### src/rtl/prod_accum_16s.sv
// Purpose: sums blocks of COUNT signed 16-bit products into a saturating ACC_W accumulator.
// Latency: block sum is valid 1 cycle after the COUNT-th accepted product.
// Backpressure: prod_ready drops while a finished sum waits; prod_ready depends on state only.
module prod_accum_16s #(
  parameter int ACC_W = 24,
  parameter int COUNT = 8
) (
  input  logic             clk,
  input  logic             rst_n,
  input  logic             clear,
  input  logic [15:0]      prod_in,
  input  logic             prod_valid,
  output logic             prod_ready,
  output logic [ACC_W-1:0] acc_out,
  output logic             acc_sat,
  output logic             acc_valid,
  input  logic             acc_ready
);

  typedef enum logic [1:0] {IDLE, ACCUM, DONE} state_t;

  localparam logic [7:0]       COUNT_L = 8'(COUNT);
  localparam logic [ACC_W-1:0] ACC_MAX = {1'b0, {(ACC_W-1){1'b1}}};
  localparam logic [ACC_W-1:0] ACC_MIN = {1'b1, {(ACC_W-1){1'b0}}};

  state_t           state_q, state_d;
  logic [ACC_W-1:0] acc_q, acc_d;
  logic [7:0]       cnt_q, cnt_d;
  logic             sat_q, sat_d;
  logic [ACC_W-1:0] acc_out_q, acc_out_d;
  logic             acc_sat_q, acc_sat_d;
  logic             acc_valid_q, acc_valid_d;

  logic [ACC_W-1:0] prod_sext;
  logic [ACC_W:0]   sum_ext;
  logic [ACC_W-1:0] sum_sat;
  logic             sum_ovf;
  logic             accept;
  logic [7:0]       cnt_inc;

  assign prod_ready = (state_q != DONE);
  assign accept     = prod_valid && prod_ready;
  assign acc_out    = acc_out_q;
  assign acc_sat    = acc_sat_q;
  assign acc_valid  = acc_valid_q;

  // Add one extra bit of headroom, then clamp when the top two bits disagree.
  always_comb begin
    prod_sext = {{(ACC_W-16){prod_in[15]}}, prod_in};
    sum_ext   = {acc_q[ACC_W-1], acc_q} + {prod_sext[ACC_W-1], prod_sext};
    sum_ovf   = sum_ext[ACC_W] ^ sum_ext[ACC_W-1];
    if (!sum_ovf) begin
      sum_sat = sum_ext[ACC_W-1:0];
    end else if (sum_ext[ACC_W]) begin
      sum_sat = ACC_MIN;
    end else begin
      sum_sat = ACC_MAX;
    end
  end

  // Next-state and output-register logic; clear overrides every state.
  always_comb begin
    state_d     = state_q;
    acc_d       = acc_q;
    cnt_d       = cnt_q;
    sat_d       = sat_q;
    acc_out_d   = acc_out_q;
    acc_sat_d   = acc_sat_q;
    acc_valid_d = acc_valid_q;
    cnt_inc     = cnt_q + 8'd1;

    if (clear) begin
      state_d     = IDLE;
      acc_d       = '0;
      cnt_d       = '0;
      sat_d       = 1'b0;
      acc_valid_d = 1'b0;
    end else begin
      case (state_q)
        IDLE: begin
          if (accept) begin
            if (COUNT_L == 8'd1) begin
              // Single-product blocks finish immediately; a lone product cannot overflow.
              state_d     = DONE;
              acc_out_d   = prod_sext;
              acc_sat_d   = 1'b0;
              acc_valid_d = 1'b1;
            end else begin
              state_d = ACCUM;
              acc_d   = prod_sext;
              cnt_d   = 8'd1;
              sat_d   = 1'b0;
            end
          end
        end
        ACCUM: begin
          if (accept) begin
            if (cnt_inc == COUNT_L) begin
              // Publish the final sum and scrub the working accumulator for the next block.
              state_d     = DONE;
              acc_out_d   = sum_sat;
              acc_sat_d   = sat_q | sum_ovf;
              acc_valid_d = 1'b1;
              acc_d       = '0;
              cnt_d       = '0;
              sat_d       = 1'b0;
            end else begin
              acc_d = sum_sat;
              cnt_d = cnt_inc;
              sat_d = sat_q | sum_ovf;
            end
          end
        end
        DONE: begin
          if (acc_ready) begin
            state_d     = IDLE;
            acc_valid_d = 1'b0;
          end
        end
        default: begin
          state_d = IDLE;
        end
      endcase
    end
  end

  // State and output registers.
  always_ff @(posedge clk or negedge rst_n) begin
    if (!rst_n) begin
      state_q     <= IDLE;
      acc_q       <= '0;
      cnt_q       <= '0;
      sat_q       <= 1'b0;
      acc_out_q   <= '0;
      acc_sat_q   <= 1'b0;
      acc_valid_q <= 1'b0;
    end else begin
      state_q     <= state_d;
      acc_q       <= acc_d;
      cnt_q       <= cnt_d;
      sat_q       <= sat_d;
      acc_out_q   <= acc_out_d;
      acc_sat_q   <= acc_sat_d;
      acc_valid_q <= acc_valid_d;
    end
  end

endmodule
### config.mk
export PLATFORM = sky130hd
export DESIGN_NAME = prod_accum_16s
export DESIGN_NICKNAME = d
export VERILOG_FILES = /design/src/rtl/prod_accum_16s.sv
export SDC_FILE = /design/constraint.sdc
export NUM_CORES = 1
export LEC_CHECK = 0
export ABC_AREA = 1
export BUFFER_PORTS_ARGS = -buffer_cell sky130_fd_sc_hd__buf_2
export CAP_MARGIN = 10
export CORE_UTILIZATION = 50
export CTS_CLUSTER_SIZE = 28
export DETAILED_ROUTE_END_ITERATION = 16
export GPL_ROUTABILITY_DRIVEN = 0
export PLACE_DENSITY = 0.67
export SLEW_MARGIN = 20
export SYNTH_ARGS = -nofsm -noshare
export SYNTH_HDL_FRONTEND = slang
export SYNTH_SLANG_ARGS = --single-unit
### constraint.sdc
create_clock -name clk -period 6.17 [get_ports clk]
set_clock_uncertainty 0.15 [all_clocks]
set_input_delay 1.234 -clock clk [delete_from_list [all_inputs] [get_ports clk]]
set_output_delay 1.234 -clock clk [all_outputs]
set_load 0.01 [all_outputs]
==> metrics, run 1 <==
initial antenna violation count=0; Routed WL=around 12000 um; starting density of the core=about half; Rows=34; vias in the first global route=between 4k and 5k; Cells on Worst Hold Path=2; Syn. warnings=0; drt pass-1 iters=5; Final period util=63.1%; top-count cell post-synth=nand2_1; leak pwr=slightly above 3 nW; largest area contributor in the netlist=dfrtp_1; first-pass GRT wire length=between 15000 and 20000 um; total CTS buffers=9; core box area=between 8000 and 9000 sq um; clk slew on worst S/H paths=roughly 0.07 ns; synthesized cell area=4510 sq um; largest net degree at the start of global routing=a little over 60; maximum clock path buffer count=2; FF+latch count, synth=between 60 and 70; CTS tree=built; nets@finish=794; number of diodes=0; Startpoint Class=input pin; VDD IR max=a little under 0.1 mV; register area share after synthesis=roughly a third; WP data required=roughly 6.3 ns; cell total after placement=around 840; Detailed Route Iter0 Violations=239; min Tclk post-route=3.89 ns; worst-case hold slack=between 0.3 and 0.4 ns; worst endpoint data arrival time=4.02 ns; setup TNS after final layout=0 ns; GRT Resource Usage Total=roughly a quarter; DR vias=about 4.4k; Sink Count=between 60 and 70; die area=around 9400 sq um; height of the die=approximately 97 um; met3 capacity usage during global routing=under 10%; Worst R2R Path Depth=14; Async SR Flop Fraction=100%; Slew headroom=between 30% and 40%; met2 global-route usage=between 40% and 50%; # DRC=0; Hold Crit Class=register to register; GRT busiest layer=met2; top_reg_cell synth=dfrtp_1; layout cells sized above 1=under 10%; number of enable flip-flop cells after synthesis=0; Clock Latency Late Sink=about 0.35 ns; unrepaired setup endpoints after global routing=no; Die X=between 90 and 100 um; cell area power density=247 nW/um^2; Max Slew Vio Count=0; HPWL after DPL=roughly 8600 um; final hold violations=0; grt ovf=0; post-synthesis instance total=704; share of the synthesized area in the top cell type=around a third; synth top area cells=dfrtp_1 34%, nand2_1 30%, ha_1 6.9%, inv_1 5.5%, nand3_1 4.2%; max cap viols=0; syn nets=~750; ANT nets after route=0; I/O pin cnt=48; Critical Path Sink Type=register; IO Port Bufs=47; Slew @ Worst Pin=about 1.0 ns; Area growth syn-to-layout=11.9%; CTS hold repair buffers=0; worst setup margin=roughly 2.3 ns; post-CTS setup buffer count=0; Post-CTS Resized=0; clock root cell=clkbuf_8; CP Class=input pin to register; crit-path max FO=30; pre-CTS worst setup slack=approximately 2.0 ns; Synth top cells by count=359 x nand2_1, 66 x inv_1, 61 x dfrtp_1, 38 x nand3_1, 36 x nor2_1; post-route insts no fill=860; H-tree Lvls=3; Syn Area/Cell=6.41 sq um; Routed wire per std cell=between 10 and 15 um; endpoints failing setup=0; Via density=between 5 and 6; fmax=approximately 0.26 GHz; Yosys cell types=31; outcome=completed; M1 GR Usage=a little under two fifths
[layer usage]
layer,part of all wire [%],vias up
met1,49,2009
met2,44,119
met4,1.6,0
met5,0,-
met3,5.5,16
li1,-,2281
[power by group]
part,switching (W),internal [W],total (W)
clock,0.000170,0.000250,0.000420
combinational,0.000263,0.000127,0.000390
sequential,0.0000151,0.000424,0.000439
total,0.000448,0.000801,0.00125
[critical path, stage by stage]
cell	delay [ns]
buf_2	0.11
ha_1	0.24
fa_1	0.43
nand2_1	0.08
nand2_1	0.08
nand3_1	0.09
nand2_1	0.11
nand2_1	0.13
nand3_1	0.11
nand2_1	0.08
nand2_1	0.05
nand2_1	0.75
nand2_1	0.15
nand2_1	0.13
nand2_1	0.06
nand2_1	0.06
nand2_1	0.06
nand2_1	0.07
[final cells by class]
class,instances,area (sq um)
flip-flops and latches,61,1530
multi-input cells,556,2640
repair buffers,49,250
well taps,108,135
clock buffers,11,151
clock inverters,5,81.3
fillers,857,3670
inverters,70,263
[cells by family (layout without fill, tap and decap cells)]
group / count (synthesis) / in the layout / synth area share (%)
AOI/OAI and AO/OA: 53 / 53 / 6.60
xor gates and xnor gates: 19 / 19 / 3.69
adders and majority gates: 26 / 26 / 7.38
buffers and inverters: 87 / 135 / 7.63
DFF: 61 / 61 / 33.9
and+or+nand+nor: 458 / 458 / 40.8
[registers in the layout, indices dropped and copies added, names as in the netlist]
name	cells
acc_valid	1
acc_sat	1
acc_q	24
cnt_q	8
acc_out	24
state_q	2
sat_q	1
[layout by cell type (no fill, tap or decap), types with 3 or more instances in the layout]
cell type | netlist | routed
nand2_1 | 359 | 359
clkbuf_8 | 0 | 11
a21oi_1 | 27 | 27
nand4_1 | 10 | 10
ha_1 | 25 | 25
dfrtp_1 | 61 | 61
nor2_1 | 36 | 36
o22ai_1 | 5 | 5
inv_1 | 66 | 66
nand3_1 | 38 | 38
inv_2 | 3 | 3
o21ai_0 | 12 | 12
o21bai_1 | 6 | 6
buf_2 | 8 | 47
nor3_1 | 5 | 5
xor2_1 | 17 | 17
[through the flow]
stage          power (W)  utilization [%]  area [sq um]
2_1_floorplan   0.000731                -          4510
3_3_place_gp    0.000824             55.2          4810
3_5_place_dp    0.000830             55.2          4810
4_1_cts          0.00125             57.9          5050
5_1_grt          0.00133             57.9          5050
6_report         0.00125             57.9          5050
[worst paths after layout]
kind | startpoint | end | slack [ns]
min in group asynchronous | rst_n | acc_out[5] | 0.89
min reg2reg | acc_out[3] | acc_out[3] | 0.31
min | acc_out[3] | acc_out[3] | 0.31
max reg2reg | cnt_q[0] | acc_out[23] | 2.81
max | prod_in[0] | acc_q[16] | 2.28
max in group asynchronous | rst_n | acc_q[23] | 4.48
No activity file was read; power rests on OpenSTA's default activity.
==> run 2, diff against run 1 <==
==> constraint.sdc (replaced) <==
create_clock -name clk -period 4 [get_ports clk]
set_clock_uncertainty 0.15 [all_clocks]
set_input_delay 0.8 -clock clk [delete_from_list [all_inputs] [get_ports clk]]
set_output_delay 0.8 -clock clk [all_outputs]
set_load 0.01 [all_outputs]
==> run 2 against run 1 <==
Effect of this change: sequential power up 54%; design area down 0.42%; count of clock-buffer cells in the layout unchanged; largest power group unchanged; wire length up 1.0%; hold slack better by 0.00092 ns; clock power up 28%; utilization down 0.24 points; worst setup slack worse by 1.4 ns; first-iteration DRC count up 20%; via count up 1.9%.
==> metrics, run 2 (synthesis gave the netlist of run 1 again) <==
outcome=completed; Max Slew Vio Count=0; Power, Total=0.00181 W; most common cell after layout, fill and taps aside=nand2_1; number of diodes=0; Detailed Route Iter0 Violations=286; Area growth syn-to-layout=11.4%; CTS hold repair buffers=0; Filler cells=around 900; fmax=approximately 0.32 GHz; Post-CTS Resized=0; DR vias=4508; Area after DPL=4840 sq um; endpoints failing setup=0; Hold Crit Class=register to register; CP max-delay cell=fa_1; CTS tree=built; area taken by multi-input logic gates=approximately 2600 sq um; Slew @ Worst Pin=around 0.8 ns; Via density=5.22; die area=between 9000 and 10000 sq um; Critical Path Sink Type=register; max cap viols=0; cell total after placement=about 850; slowest stage delay, CP=between 0.4 and 0.5 ns; CP dominant cell by count=nand2_1; post-route insts no fill=863; Clock Latency Late Sink=0.35 ns; Routed WL=11600 um; layout cells sized above 1=around 9.9%; largest net degree at the start of global routing=31; post-CTS setup buffer count=0; ANT nets after route=0; r2r startpoint=acc_q[0]; min Tclk post-route=around 3.2 ns; Final period util=79.1%; crit path launch=prod_in[0]; cell area power density=361 nW/um^2; crit-path max FO=24; most frequent cells in the layout=359 x nand2_1, 66 x inv_1, 61 x dfrtp_1; leak pwr=roughly 3.0 nW; design area=approximately 5000 sq um; I/O pin cnt=48; core box area=roughly 8700 sq um; Rows=34; GRT Resource Usage Total=about a quarter; maximum clock path buffer count=2; setup TNS after final layout=0 ns; HPWL after DPL=approximately 9000 um; VDD IR max=between 0.15 and 0.2 mV; total CTS buffers=9; H-tree Lvls=3; Slew headroom=a little under half; clk slew on worst S/H paths=~0.07 ns; final hold violations=0; CP Class=input pin to register; Hold Path Origin=acc_out[3]; initial antenna violation count=0; height of the die=97.0 um; Startpoint Class=input pin; Seq. cell area=around 1500 sq um; Routed wire per std cell=13.5 um; WP data required=between 4 and 5 ns; unrepaired setup endpoints after global routing=no; Sink Count=between 60 and 70; grt ovf=0; IO Port Bufs=between 40 and 50; # DRC=0; vias in the first global route=about 4.4k; Die X=between 90 and 100 um; clock root cell=clkbuf_8; crit-path cells=buf_2, ha_1, fa_1, nand2_1, nand2_1, nand3_1, nand2_1, nand2_1, nand3_1, nand2_1, nand2_1, nand2_2, nand3_1, nand3_1, nand2_1, nand2_1, nand2_1; drt pass-1 iters=4; starting density of the core=51.7%; first-pass GRT wire length=20200 um; nets@finish=between 700 and 800; worst endpoint data arrival time=3.25 ns
[run 2: cell count changes in the layout (fill, tap and decap cells not counted)]
cell        before  now
bufinv_16        2    1
buf_4            2    6
clkbuf_8        11    9
inv_6            1    0
clkinvlp_4       1    2
clkbuf_1         0    2
[run 2: worst paths after layout]
kind                               to  slack [ns]  depth (start not counted)
setup / recovery            acc_q[17]        0.84                         17
hold / removal             acc_out[3]        0.31                          2
setup reg to reg            acc_q[17]        1.03                         16
hold reg to reg            acc_out[3]        0.31                          2
max in group asynchronous   acc_q[21]        2.64                          2
min in group asynchronous  acc_out[6]        0.34                          1
[run 2: power by group]
group	switching, W	internal (W)	leakage, nW
sequential	0.0000225	0.000654	0.820
combinational	0.000403	0.000199	2.13
clock	0.000253	0.000284	0.0854
total	0.000678	0.00114	3.04
[run 2: layout make-up]
class	instances	share of cell area, %
Sequential cell	61	30.4
Timing Repair Buffer	53	5.58
Clock buffer	11	2.61
Tap cell	108	2.69
Inverter	70	5.23
Multi-Input combinational cell	556	52.5
Clock inverter	4	0.996
[run 2: worst max-delay path: cells and delay by family]
| family | cells | cell delay, ns |
|---|---|---|
| and+or+nand+nor | 14 | 1.67 |
| adders and majority gates | 2 | 0.67 |
| buffers and inverters | 1 | 0.11 |
[run 2: through the flow]
| step | setup slack (ns) | utilization, % | hold slack (ns) |
|---|---|---|---|
| floorplan | 1.10 | - | 0.285 |
| global placement | 0.614 | 55.5 | 0.299 |
| detailed placement | 0.498 | 55.5 | 0.303 |
| CTS | 0.868 | 57.6 | 0.317 |
| global route | 0.622 | 57.6 | 0.342 |
| finish | 0.837 | 57.6 | 0.314 |
[run 2: layer usage]
layer | up-vias | global-route usage (%) | part of all wire (%)
met1 | 2054 | 36.7 | 48
li1 | 2295 | - | -
met5 | - | 0 | 0
met2 | 142 | 41.9 | 44
met4 | 0 | 8.96 | 1.7
met3 | 17 | 3.97 | 6.1
==> run 3, diff against run 2 <==
--- a/config.mk
+++ b/config.mk
@@ -5,7 +5,7 @@
 export SDC_FILE = /design/constraint.sdc
 export NUM_CORES = 1
 export LEC_CHECK = 0
-export ABC_AREA = 1
+export ABC_AREA = 0
 export BUFFER_PORTS_ARGS = -buffer_cell sky130_fd_sc_hd__buf_2
 export CAP_MARGIN = 10
 export CORE_UTILIZATION = 50
==> constraint.sdc (replaced) <==
create_clock -name clk -period 3.2 [get_ports clk]
set_clock_uncertainty 0.15 [all_clocks]
set_input_delay 0.64 -clock clk [delete_from_list [all_inputs] [get_ports clk]]
set_output_delay 0.64 -clock clk [all_outputs]
set_load 0.01 [all_outputs]
==> run 3 against run 2 <==
Effect of this change: sequential share of layout area is 0.48 points higher; design area shrank 1.6%; non-clock buffer count grew 73; synthesized area fell by 14%; critical path depth is 6 lower; sequential power is 24% higher; count of clock-buffer cells in the layout unchanged; hold slack got worse by 0.027 ns; register-to-register slack got worse by 0.85 ns.
==> metrics, run 3 <==
leak pwr=approximately 2.5 nW; VDD IR max=roughly 0.29 mV; synth top area cells=dfrtp_1 39%, ha_1 8.1%, a21oi_1 6.2%, o21ai_0 5.5%, nand2_1 4.5%; endpoints failing setup=0; WP data required=3.27 ns; Startpoint Class=input pin; Area after DPL=4760 sq um; Max Slew Vio Count=0; crit-path max FO=6; worst setup margin=about 0.16 ns; outcome=completed; drt pass-1 iters=5; CTS tree=built; register area share after synthesis=about 39%; nets@finish=between 500 and 600; starting density of the core=between 50% and 60%; first-pass GRT wire length=between 15000 and 20000 um; worst endpoint data arrival time=about 3.1 ns; Compound-Gate Fraction of Synth Area=approximately 29%; Routed WL=10400 um; FF+latch count, synth=slightly above 60; area taken by multi-input logic gates=2260 sq um; clock root cell=clkbuf_8; mux cell area share after synthesis=under 10%; initial antenna violation count=0; unrepaired setup endpoints after global routing=no; adder-cell share of the synthesized area=between 8 and 9%; Synth top cells by count=61 x dfrtp_1, 48 x a21oi_1, 47 x nand2_1, 43 x o21ai_0, 30 x nor2_1; Post-Synth Simple-Gate Area=14.0%; post-route insts no fill=approximately 650; DR vias=roughly 3.7k; Async SR Flop Fraction=100%; Die X=around 90 um; total CTS buffers=9; layout cells sized above 1=29.7%; synthesized cell area=slightly below 4000 sq um; largest family of logic cells by synthesized area=compound AO/OA/AOI/OAI gates; top-count cell post-synth=dfrtp_1; cell area power density=about 470 nW/um^2; number of enable flip-flop cells after synthesis=0; I/O pin cnt=48; grt ovf=0; Filler cells=616; slowest stage delay, CP=roughly 0.38 ns; Detailed Route Iter0 Violations=around 220; Power, Total=0.00234 W; most common cell after layout, fill and taps aside=buf_4; Seq. cell area=about 1500 sq um; share of the synthesized area in the top cell type=39.3%; HPWL after DPL=between 7000 and 8000 um; most frequent cells in the layout=78 x buf_4, 61 x dfrtp_1, 47 x nand2_1, 47 x a21oi_1, 47 x buf_2; Slew @ Worst Pin=0.947 ns; syn nets=roughly 480; Hold Crit Class=input pin to asynchronous set/reset pin; ANT nets after route=0; H-tree Lvls=3; family with the most delay on the worst path=compound AO/OA/AOI/OAI gates; setup TNS after final layout=0 ns; IO Port Bufs=47; Slew headroom=a little under two fifths; fmax=between 0.3 and 0.4 GHz; post-synthesis instance total=430; pre-CTS worst setup slack=-0.281 ns; min Tclk post-route=between 3 and 4 ns; Syn. warnings=0; xor/xnor share of the synthesized area=between 4 and 5%; Routed wire per std cell=around 16 um; largest net degree at the start of global routing=43; Worst R2R Path Depth=10; cell total after placement=634; Buf/Inv on CP=1; core box area=roughly 7400 sq um; Rows=31; number of diodes=0; height of the die=approximately 90 um; design area=about 4900 sq um; CTS hold repair buffers=0; # DRC=0; max cap viols=0; final hold violations=0; Final period util=95.1%; vias in the first global route=3632; Syn Area/Cell=roughly 9.0 sq um; crit-path cells=buf_2, ha_1, fa_2, a211oi_2, o21ai_1, o211ai_2, a211oi_1, o31ai_2, mux2_4, o21ai_0, a221o_1; GRT Resource Usage Total=approximately 27%; CP Class=input pin to register; Clock Latency Late Sink=approximately 0.34 ns; Sink Count=a little over 60; largest area contributor in the netlist=dfrtp_1; Via density=5.73; Yosys cell types=58; CP max-delay cell=fa_2; R2R Setup Slk=around 0.18 ns; Area growth syn-to-layout=27.4%; top_reg_cell synth=dfrtp_1; maximum clock path buffer count=2; clk slew on worst S/H paths=~0.070 ns; die area=a little over 8000 sq um; Critical Path Sink Type=register; number of cells on the critical path=11
[run 3: power breakdown]
part	switching [W]	leakage, nW	internal (W)	total (W)
Combinational	0.000480	1.55	0.000431	0.000911
Clock	0.000308	0.0829	0.000276	0.000584
Sequential	0.0000289	0.832	0.000812	0.000840
[run 3: repair_timing]
| action | CTS | global route |
|---|---|---|
| setup endpoints to repair | 0 | 44 |
| resized for setup | 0 | 5 |
| buffers inserted | 0 | 1 |
[run 3: cells by family after synthesis]
family | Yosys count
XOR/XNOR | 21
AO/OA/AOI/OAI | 172
multiplexers | 3
flip-flops | 61
adder cells (fa/ha/maj) | 26
AND/OR/NAND/NOR | 117
buffers and inverters | 30
[run 3: worst reg2reg max path, cell delays in order, from the launching register on]
cell      delay, ns
dfrtp_1        0.39
ha_1           0.24
fa_2           0.38
a211oi_2       0.18
o21ai_1        0.11
o211ai_2       0.20
a211oi_1       0.14
o31ai_2        0.32
mux2_4         0.28
o21ai_0        0.17
a221o_1        0.35
[run 3: area by class of cell]
class | instances | share of cell area, %
clock buffer | 11 | 2.66
clock inverter | 5 | 0.557
inverter | 10 | 0.759
multi-input combinational | 339 | 45.7
sequential | 61 | 30.9
tap | 99 | 2.50
timing repair buffer | 126 | 17.0
[run 3: through the flow]
| step | hold WS, ns | utilization (%) |
|---|---|---|
| 6_report | 0.287 | 67.1 |
| 5_1_grt | 0.351 | 67.1 |
| 4_1_cts | 0.316 | 66.8 |
| 3_5_place_dp | 0.316 | 64.6 |
| 3_3_place_gp | 0.306 | 64.6 |
| 2_1_floorplan | 0.194 | - |
[run 3: path summary, 6_finish.rpt]
path                             startpoint     endpoint
worst max-delay path             prod_in[0]    acc_q[18]
worst min-delay path                  rst_n   acc_out[5]
worst max register to register     acc_q[0]    acc_q[18]
worst min register to register  acc_out[11]  acc_out[11]
max in group asynchronous             rst_n    acc_q[18]
min in group clk                acc_out[11]  acc_out[11]
[run 3: metal layers]
layer | wire (um) | share of wire [%] | track usage [%] | vias up
li1 | - | - | - | 1823
met2 | 4740 | 46 | 43.1 | 101
met3 | 522 | 5.0 | 4.91 | 14
met4 | 162 | 1.6 | 8.74 | 0
met5 | 0 | 0 | 0 | -
met1 | 4950 | 48 | 37.2 | 1791
